===== config.mk =====
export PLATFORM = sky130hd
export DESIGN_NAME = packed_cmd_arbiter
export DESIGN_NICKNAME = d
export VERILOG_FILES = /design/src/rtl/packed_cmd_arbiter_pkg.sv /design/src/rtl/bsg_arb_round_robin.sv /design/src/rtl/packed_cmd_arbiter.sv
export SDC_FILE = /design/constraint.sdc
export NUM_CORES = 1
export LEC_CHECK = 0
export ABC_AREA = 1
export BUFFER_PORTS_ARGS = -buffer_cell sky130_fd_sc_hd__buf_2
export CORE_AREA = 2 2 68 70
export DETAILED_ROUTE_END_ITERATION = 7
export DIE_AREA = 0 0 70 72
export PLACE_DENSITY = 0.91
export SYNTH_ARGS = -nofsm -noshare
export SYNTH_HDL_FRONTEND = slang
export SYNTH_SLANG_ARGS = --single-unit
export TNS_END_PERCENT = 1

===== constraint.sdc =====
create_clock -name clk_i -period 4.3 [get_ports clk_i]
set_input_delay 0.86 -clock clk_i [delete_from_list [all_inputs] [get_ports clk_i]]
set_output_delay 0.86 -clock clk_i [all_outputs]
set_load 0.05 [all_outputs]

===== src/rtl/packed_cmd_arbiter_pkg.sv =====
// ---------------------------------------------------------------------------
// packed_cmd_arbiter_pkg
//
// Shared definitions for the packed-command link:
//   packed_cmd_s          - one 32-bit link word {w_not_r, addr[22:0], data[7:0]}
//   arb_state_e           - arbiter transaction states
//   default_err_data_lp   - word handed back to a requester whose read timed out
//   cmd_is_write()        - decodes the direction bit of a raw link word
// ---------------------------------------------------------------------------
package packed_cmd_arbiter_pkg;

    localparam int          cmd_width_lp        = 32;
    localparam logic [31:0] default_err_data_lp = 32'hDEAD_BEEF;

    typedef struct packed {
        logic        w_not_r;
        logic [22:0] addr;
        logic [7:0]  data;
    } packed_cmd_s;

    typedef enum logic [1:0] {
        e_idle,
        e_send,
        e_resp,
        e_err
    } arb_state_e;

    function automatic logic cmd_is_write(input logic [cmd_width_lp-1:0] word);
        packed_cmd_s cmd;
        cmd = packed_cmd_s'(word);
        return cmd.w_not_r;
    endfunction

endpackage


===== src/rtl/bsg_arb_round_robin.sv =====
// ---------------------------------------------------------------------------
// bsg_arb_round_robin
//
// Round-robin arbiter. The grant goes to the first requester with its request
// bit set, searching upward from the requester after the last one granted and
// wrapping around. The pointer only advances when the grant is consumed.
//
// Ports:
//   clk_i     clock
//   reset_i   synchronous active-high reset; requester 0 wins first
//   reqs_i    request bits, one per requester
//   grants_o  one-hot grant (zero when nothing is requested)
//   yumi_i    the current grant has been consumed
// ---------------------------------------------------------------------------
module bsg_arb_round_robin #(
    parameter int width_p = 2
) (
    input  logic               clk_i,
    input  logic               reset_i,
    input  logic [width_p-1:0] reqs_i,
    output logic [width_p-1:0] grants_o,
    input  logic               yumi_i
);

    localparam int idx_w_lp = (width_p > 1) ? $clog2(width_p) : 1;

    logic [idx_w_lp-1:0] last_r;
    logic [idx_w_lp-1:0] grant_idx;
    logic [idx_w_lp-1:0] cand_idx;
    logic                found;
    int                  cand;

    // Walk the requesters starting one past the last winner; the first hit wins.
    always_comb begin
        grants_o  = '0;
        grant_idx = last_r;
        cand_idx  = '0;
        found     = 1'b0;
        cand      = 0;
        for (int i = 1; i <= width_p; i++) begin
            cand = int'(last_r) + i;
            if (cand >= width_p) begin
                cand = cand - width_p;
            end
            cand_idx = idx_w_lp'(cand);
            if (!found && reqs_i[cand_idx]) begin
                found              = 1'b1;
                grants_o[cand_idx] = 1'b1;
                grant_idx          = cand_idx;
            end
        end
    end

    // Resetting to the highest index makes requester 0 the first winner.
    always_ff @(posedge clk_i) begin
        if (reset_i) begin
            last_r <= idx_w_lp'(width_p - 1);
        end else if (yumi_i && found) begin
            last_r <= grant_idx;
        end
    end

endmodule


===== src/rtl/packed_cmd_arbiter.sv =====
// ---------------------------------------------------------------------------
// packed_cmd_arbiter
//
// Shares one packed-command link between num_req_p command producers. Grants
// are round-robin and only one transaction is ever in flight: a command is
// registered, driven downstream, and for reads the arbiter waits for the
// response and routes it back to the requester that issued it. A read that
// sees no response within timeout_p cycles is answered with err_data_p.
//
// Ports:
//   clk_i         clock
//   reset_i       synchronous active-high reset
//   req_data_i    num_req_p packed 32-bit commands, requester i at [32*i +: 32]
//   req_v_i       command valid per requester
//   req_ready_o   command accepted (one-hot or zero)
//   resp_data_o   read data broadcast to all requesters
//   resp_v_o      read data valid, one-hot to the owning requester
//   resp_ready_i  read data ready per requester
//   data_o        command word to the downstream link
//   v_o           downstream command valid
//   ready_i       downstream command ready
//   data_i        downstream read data
//   v_i           downstream read data valid
//   ready_o       downstream read data ready
//   stray_o       pulses when a response arrives while no read is pending
// ---------------------------------------------------------------------------
module packed_cmd_arbiter
    import packed_cmd_arbiter_pkg::*;
#(
    parameter int          num_req_p  = 2,
    parameter int          timeout_p  = 1024,
    parameter logic [31:0] err_data_p = default_err_data_lp
) (
    input  logic                    clk_i,
    input  logic                    reset_i,

    input  logic [num_req_p*32-1:0] req_data_i,
    input  logic [num_req_p-1:0]    req_v_i,
    output logic [num_req_p-1:0]    req_ready_o,

    output logic [31:0]             resp_data_o,
    output logic [num_req_p-1:0]    resp_v_o,
    input  logic [num_req_p-1:0]    resp_ready_i,

    output logic [31:0]             data_o,
    output logic                    v_o,
    input  logic                    ready_i,

    input  logic [31:0]             data_i,
    input  logic                    v_i,
    output logic                    ready_o,

    output logic                    stray_o
);

    localparam int idx_w_lp   = $clog2(num_req_p);
    localparam int timer_w_lp = $clog2(timeout_p);

    arb_state_e                          state_r;
    arb_state_e                          state_n;
    logic [31:0]                         cmd_r;
    logic [idx_w_lp-1:0]                 owner_r;
    logic [timer_w_lp-1:0]               timer_r;
    logic                                armed_r;

    logic [num_req_p-1:0][31:0]          req_words;
    logic [num_req_p-1:0]                grants;
    logic [idx_w_lp-1:0]                 grant_idx;
    logic [31:0]                         sel_cmd;
    logic                                live;
    logic                                accept;
    logic                                timer_done;

    assign req_words = req_data_i;

    // armed_r stays low through reset and the first cycle after it, which
    // keeps every output except ready_o quiet during that window.
    assign live       = armed_r && !reset_i;
    assign accept     = live && (state_r == e_idle) && (|grants);
    assign timer_done = (timer_r == timer_w_lp'(timeout_p - 1));

    bsg_arb_round_robin #(
        .width_p (num_req_p)
    ) rr_arb (
        .clk_i    (clk_i),
        .reset_i  (reset_i),
        .reqs_i   (req_v_i),
        .grants_o (grants),
        .yumi_i   (accept)
    );

    // Turn the one-hot grant into an index and pick that requester's command.
    always_comb begin
        grant_idx = '0;
        for (int i = 0; i < num_req_p; i++) begin
            if (grants[idx_w_lp'(i)]) begin
                grant_idx = idx_w_lp'(i);
            end
        end
        sel_cmd = req_words[grant_idx];
    end

    // The timer restarts while the command is on the link, so counting begins
    // on the first e_resp cycle. It saturates so that a response held by a
    // stalled requester across the expiry cycle keeps priority over the error.
    always_ff @(posedge clk_i) begin
        if (reset_i) begin
            state_r <= e_idle;
            cmd_r   <= '0;
            owner_r <= '0;
            timer_r <= '0;
            armed_r <= 1'b0;
        end else begin
            state_r <= state_n;
            armed_r <= 1'b1;
            if (accept) begin
                cmd_r   <= sel_cmd;
                owner_r <= grant_idx;
            end
            if (state_r == e_send) begin
                timer_r <= '0;
            end else if ((state_r == e_resp) && !timer_done) begin
                timer_r <= timer_r + 1'b1;
            end
        end
    end

    // Next state and outputs. Outside e_resp the link response channel is
    // always drained so a late or unexpected response can never block it.
    always_comb begin
        state_n     = state_r;
        req_ready_o = '0;
        v_o         = 1'b0;
        data_o      = '0;
        resp_v_o    = '0;
        resp_data_o = '0;
        ready_o     = 1'b1;
        stray_o     = 1'b0;

        case (state_r)
            e_idle: begin
                req_ready_o = accept ? grants : '0;
                stray_o     = v_i;
                if (accept) begin
                    state_n = e_send;
                end
            end
            e_send: begin
                v_o     = 1'b1;
                data_o  = cmd_r;
                stray_o = v_i;
                if (ready_i) begin
                    state_n = cmd_is_write(cmd_r) ? e_idle : e_resp;
                end
            end
            e_resp: begin
                resp_v_o[owner_r] = v_i;
                resp_data_o       = data_i;
                ready_o           = resp_ready_i[owner_r];
                if (v_i && resp_ready_i[owner_r]) begin
                    state_n = e_idle;
                end else if (!v_i && timer_done) begin
                    state_n = e_err;
                end
            end
            e_err: begin
                resp_v_o[owner_r] = 1'b1;
                resp_data_o       = err_data_p;
                stray_o           = v_i;
                if (resp_ready_i[owner_r]) begin
                    state_n = e_idle;
                end
            end
            default: begin
                state_n = e_idle;
            end
        endcase

        if (!live) begin
            req_ready_o = '0;
            v_o         = 1'b0;
            data_o      = '0;
            resp_v_o    = '0;
            resp_data_o = '0;
            stray_o     = 1'b0;
        end
        if (reset_i) begin
            ready_o = 1'b0;
        end
    end

endmodule


=== Yosys cells after proc, flatten, opt, wreduce, memory -nomap -nowiden ===
Cells that the tools add are included.

* Word-level logic and storage cells: 81
* Input bits: 104
* Output and inout bits: 71
* Register bits: 14

* Bitwise logic cells: 1
* Reduce and logical (&&, ||, !) cells: 21
* Mux-type cells: 36
* Equality and inequality tests: 8
* $add $sub $neg: 5
* $lt $le $gt $ge: 6

{| class="wikitable"
|+ Operator list
! operator !! count
|-
| one-hot mux 32 bit (2 select lines) || 1
|-
| two-way mux 32 bit || 1
|-
| two-way mux 2 bit || 11
|-
| two-way mux 1 bit || 19
|-
| adder 10 x 1 -> 10 bit, second input constant || 1
|-
| equality test 10 bit, second input constant || 1
|-
| logical AND 1 bit || 10
|-
| one-hot mux 2 bit (4 select lines) || 1
|-
| inequality test 2 bit, second input constant || 3
|-
| equality test 2 bit, second input constant || 2
|-
| zero test 1 bit || 4
|-
| < comparator 1 x 2 -> 1 bit, second input constant || 2
|-
| AND reduction 4 bit || 1
|-
| OR reduction 2 bit || 2
|-
| adder 1 x 2 -> 3 bit, second input constant || 1
|-
| greater-or-equal comparator 3 x 2 -> 1 bit, second input constant || 1
|-
| inequality test 3 x 1 -> 1 bit, second input constant || 1
|-
| OR reduction 3 bit || 1
|-
| adder 1 x 1 -> 2 bit, second input constant || 1
|-
| demux 1 bit (select 1 bit) || 2
|-
| equality test 2 x 1 -> 1 bit, second input constant || 1
|-
| greater-or-equal comparator 1 bit, second input constant || 2
|-
| greater-or-equal comparator 2 bit, second input constant || 1
|-
| zero test 2 bit || 1
|-
| 5 further kinds || 6
|}

=== Logic depth before layout (Yosys ltp) ===
* Word-level depth: 15
* Gate-level depth with buffers: 10
* Gate-level depth less buffers: 9

=== Hierarchy ===
Synthesis repeated with hierarchy kept, for this count alone.

* Cells, all modules: 246
* Area total of the unflattened synthesis: 1423.9 sq um

{| class="wikitable"
|+ By module, submodules not included
! module !! times used !! sequential area each (sq um) !! cells each !! area each (sq um)
|-
| packed_cmd_arbiter || 1 || 260.2 || 237 || 1363.8
|-
| bsg_arb_round_robin || 1 || 20.0 || 9 || 60.1
|}

=== Worst setup path after synthesis ===
No wires, ideal clock.

* Path type: input to output
* Start point: input reset_i
* End point: output req_ready_o[0]
* Arrival: 2.284 ns
* Required time: 3.440 ns
* Cell stages on the path: 5
* Buffers on the path: 0
* Slack: 1.156 ns
* Path through: inv_1 -> nand2_2 -> nor2_4 -> nand2_1 -> o21ai_0

* Longest elaborated chain between the ends: 7

{| class="wikitable"
|+ RTL lines
! what !! RTL line !! text
|-
| from (decl) || packed_cmd_arbiter.sv:35 || <nowiki>input logic reset_i,</nowiki>
|-
| zero test 1 bit * || packed_cmd_arbiter.sv:78 || <nowiki>assign live = armed_r && !reset_i;</nowiki>
|-
| logical AND 1 bit * || packed_cmd_arbiter.sv:78 ||
|-
| logical AND 1 bit (2 in series) || packed_cmd_arbiter.sv:79 || <nowiki>assign accept = live && (state_r == e_idle) && (|grants);</nowiki>
|-
| two-way mux 2 bit || packed_cmd_arbiter.sv:142 || <nowiki>req_ready_o = accept ? grants : '0;</nowiki>
|-
| two-way mux 2 bit || packed_cmd_arbiter.sv:140 || <nowiki>case (state_r)</nowiki>
|-
| two-way mux 2 bit * || packed_cmd_arbiter.sv:179 || <nowiki>if (!live) begin</nowiki>
|-
| to (decl) || packed_cmd_arbiter.sv:39 || <nowiki>output logic [num_req_p-1:0] req_ready_o,</nowiki>
|}

Every way passes the cells marked *; elsewhere a longest branch is shown, timed or not.

=== Final worst setup path ===
* Start point: input reset_i
* End point: output resp_v_o[0]

* Longest elaborated chain between the ends: 3

{| class="wikitable"
|+ RTL lines
! what !! RTL line !! text
|-
| zero test 1 bit || packed_cmd_arbiter.sv:78 ||
|-
| logical AND 1 bit || packed_cmd_arbiter.sv:78 ||
|-
| two-way mux 2 bit || packed_cmd_arbiter.sv:179 ||
|-
| to (decl) || packed_cmd_arbiter.sv:42 || <nowiki>output logic [num_req_p-1:0] resp_v_o,</nowiki>
|}

Every way passes these cells.

==> impl_metrics.yaml <==
worst_hold_path:
  hp-start: "timer_r[8]$_SDFFE_PP0P_"
  hold_path_class: "reg -> reg"
  min_to: "timer_r[8]$_SDFFE_PP0P_"
  hold_path_depth: 2
clock_network:
  postCtsResizedCells: 0
  clk_path_buf_depth: 2
  cts_tree: "yes"
  clk_pin_slew_ps: 60
  cts_setup_buffers: 0
  clk_latency_ps: 250
  cts_buffers: 3
  clock-sinks: 14
  ctsHoldBuffers: 0
  cts_root_buffer: "clkbuf_8"
  h-tree-depth: 1
synthesis:
  synth_compound_area_frac: 0.08621
  synth-edff-count: 0
  synth_top_family_by_area: "simple AND/OR/NAND/NOR gates"
  muxShareOfSynthArea: 0
  synth-seq-area-share: 0.2033
  synth-adder-area-share: 0.009074
  ys.flop_type: "dfxtp_1"
  synth_top_area_share: 0.2033
  syn_area_mm2: 0.001379
  synthSimpleGateAreaFrac: 0.4129
  synth_area_leaders: "dfxtp_1 20%, nor2_1 19%, buf_4 19%"
  yosysWarnings: 0
  syn_inst: 232
  yosys_register_bits: 14
  synth_area_per_cell_um2: 5.943
  synth_cell_types: 24
  yosysTopAreaCell: "dfxtp_1"
  synthXorXnorAreaFrac: 0.03176
  async_reset_ff_frac: 0
global_route:
  grt_max_degree: 29
  antenna_found_initial: 0
  gr-total-overflow: 0
  grt_pass1_vias: 1295
  grt_pass1_wl_um: 5257
  grt.busiest_layer: "met2"
  use_met2: 0.2360
  grt_usage: 0.1245
  use_met1: 0.1346
  met3_usage: 0.01389
power_and_ir_drop:
  clkPwrFrac: 0.175
  p_sw_mw: 0.4174
  internal_power_mw: 0.3267
  seqPwrFrac: 0.262
  swShare: 0.5610
  leakagePower_nw: 0.9657
  power_mw: 0.7441
  p_per_area_mw_per_mm2: 433.8
  ir_drop_v: 0.0001718
  p_comb_frac: 0.563
timing:
  slew_violations: 0
  period_minus_slack_ps: 3131
  slew_headroom: 0.3902
  worstMarginPinSlew_ps: 913.5
  setup_viol: 0
  rsz0062_at_grt: "no"
  setup-tns-final_ps: 0
  holdWs_ps: 500.0
  hold_viol: 0
  fmax_ghz: 0.3194
  setup_slack_ps: 1169
  fin_skew_ps: 0.8882
  fin_crit_sh: 0.7281
detailed_routing:
  routedWlPerCell_um: 8.966
  ant_nets: 0
  drtIter0Drc: 106
  vias: 1542
  wirelength_um: 3201
  drcViolationCount: 0
  via_per_inst: 4.319
  drtPass1Iterations: 4
worst_setup_path:
  reg2reg_slack_ps: 2420
  crit-reg2reg-launch: "state_r[0]$_SDFFE_PP0P_"
  cp-end-kind: "output pin"
  worstReg2RegEnd: "state_r[1]$_SDFFE_PP0P_"
  worstSetupStartpointType: "input port"
  slowest_stage: "nand2_1"
  crit_type: "in -> out"
  cpMostUsedCell: "buf_2"
  critPathArrivalTime_ps: 2270
  path_cells: "buf_2 -> nor2_4 -> nand2_1 -> a21oi_1 -> buf_2"
  r2r_cells: 9
  required_ps: 3440
  max_stage_delay_ps: 460
  critPathMaxFanout: 25
floorplan:
  die_h_um: 72
  core_area_mm2: 0.004264
  die_area_mm2: 0.005040
  start_util: 0.3234
  rows: 24
  ios: 175
  die_w_um: 70
cells_and_area:
  nets: 411
  syn_to_final_growth_pct: 24.41
  post-route-cell-area_mm2: 0.001715
  diodes: 0
  fin_util: 0.4023
  layout-drive-gt1-share: 0.3082
  nFillCells: 456
  stdcell_count: 357
run:
  drv_cap: 0
place:
  dp_hpwl_um: 2617
  port_buffers: 76
  gp_congestion: 0.8048
  placed_cells: 353
  placed_cell_area_mm2: 0.001660
  preCtsSetupSlack_ps: 1164
status:
  status: "completed"
-- final cells by class --
cell class                 instances  area (um^2)  area share
multi-input combinational        194        868.3      0.5062
inverter                          17        66.31     0.03866
clock buffer                       4        55.05     0.03209
sequential                        14        280.3      0.1634
timing repair buffer              76        380.4      0.2217
tap                               52        65.06     0.03793
-- placed cells by master, fill, tap and decap left out --
cell type / n
buf_2: 76
nor2_1: 69
nand2_1: 41
conb_1: 33
inv_1: 16
dfxtp_1: 14
a21oi_1: 12
o21ai_0: 8
nand3_1: 7
nand2_2: 6
nor2_4: 4
clkbuf_8: 4
xnor2_1: 3
xor2_1: 2
o21ai_1: 2
nand4_1: 2
nor3_1: 1
nand3_2: 1
nand2_4: 1
inv_4: 1
a21oi_2: 1
ha_1: 1
-- power groups by stage --
stage / clock network [mW] / registers, mW / logic [mW]
2_1_floorplan: 0 / 0.162 / 0.405
3_3_place_gp: 0 / 0.195 / 0.408
3_5_place_dp: 0 / 0.199 / 0.417
4_1_cts: 0.134 / 0.194 / 0.420
5_1_grt: 0.136 / 0.203 / 0.463
6_report: 0.130 / 0.195 / 0.419
-- per-layer routing --
metal,vias to the layer above,share of wire
met5,-,0
met4,0,0.026
met3,6,0.080
met2,75,0.51
met1,665,0.38
li1,796,-
-- worst max-delay path, delay by kind of cell --
kind	cells	cell delay [ps]
buffers and inverters	2	440
and+or+nand+nor	2	690
AOI/OAI and AO/OA	1	280
-- cells in the mapped netlist, types with 3 or more instances --
master,number
a21oi_1,12
nor2_4,4
nor2_1,69
inv_1,16
dfxtp_1,14
nand3_1,7
xnor2_1,3
buf_4,34
nand2_1,41
nand2_2,6
o21ai_0,8
-- flip-flops by register name, indices dropped and copies added (netlist names) --
name / cells
armed_r: 1
timer_r: 10
rr_arb.last_r: 1
state_r: 2
-- how the worst max path moves through the flow --
| stage | startpoint | end | depth (start not counted) |
|---|---|---|---|
| detailed placement | reset_i | resp_v_o[0] | 5 |
| finish | reset_i | resp_v_o[0] | 5 |
| global route | reset_i | resp_v_o[0] | 5 |
| floorplan | reset_i | req_ready_o[0] | 5 |
| global placement | reset_i | resp_v_o[0] | 5 |
| CTS | reset_i | resp_v_o[0] | 5 |
-- logic make-up (layout without fill, tap and decap cells) --
logic type,count (synthesis),after routing
AND/OR/NAND/NOR,132,132
buffers and inverters,56,97
AO/OA/AOI/OAI,23,23
flip-flops,14,14
XOR/XNOR,5,5
adder cells (fa/ha/maj),1,1
other,1,33
No activity file was read; power rests on OpenSTA's default activity.
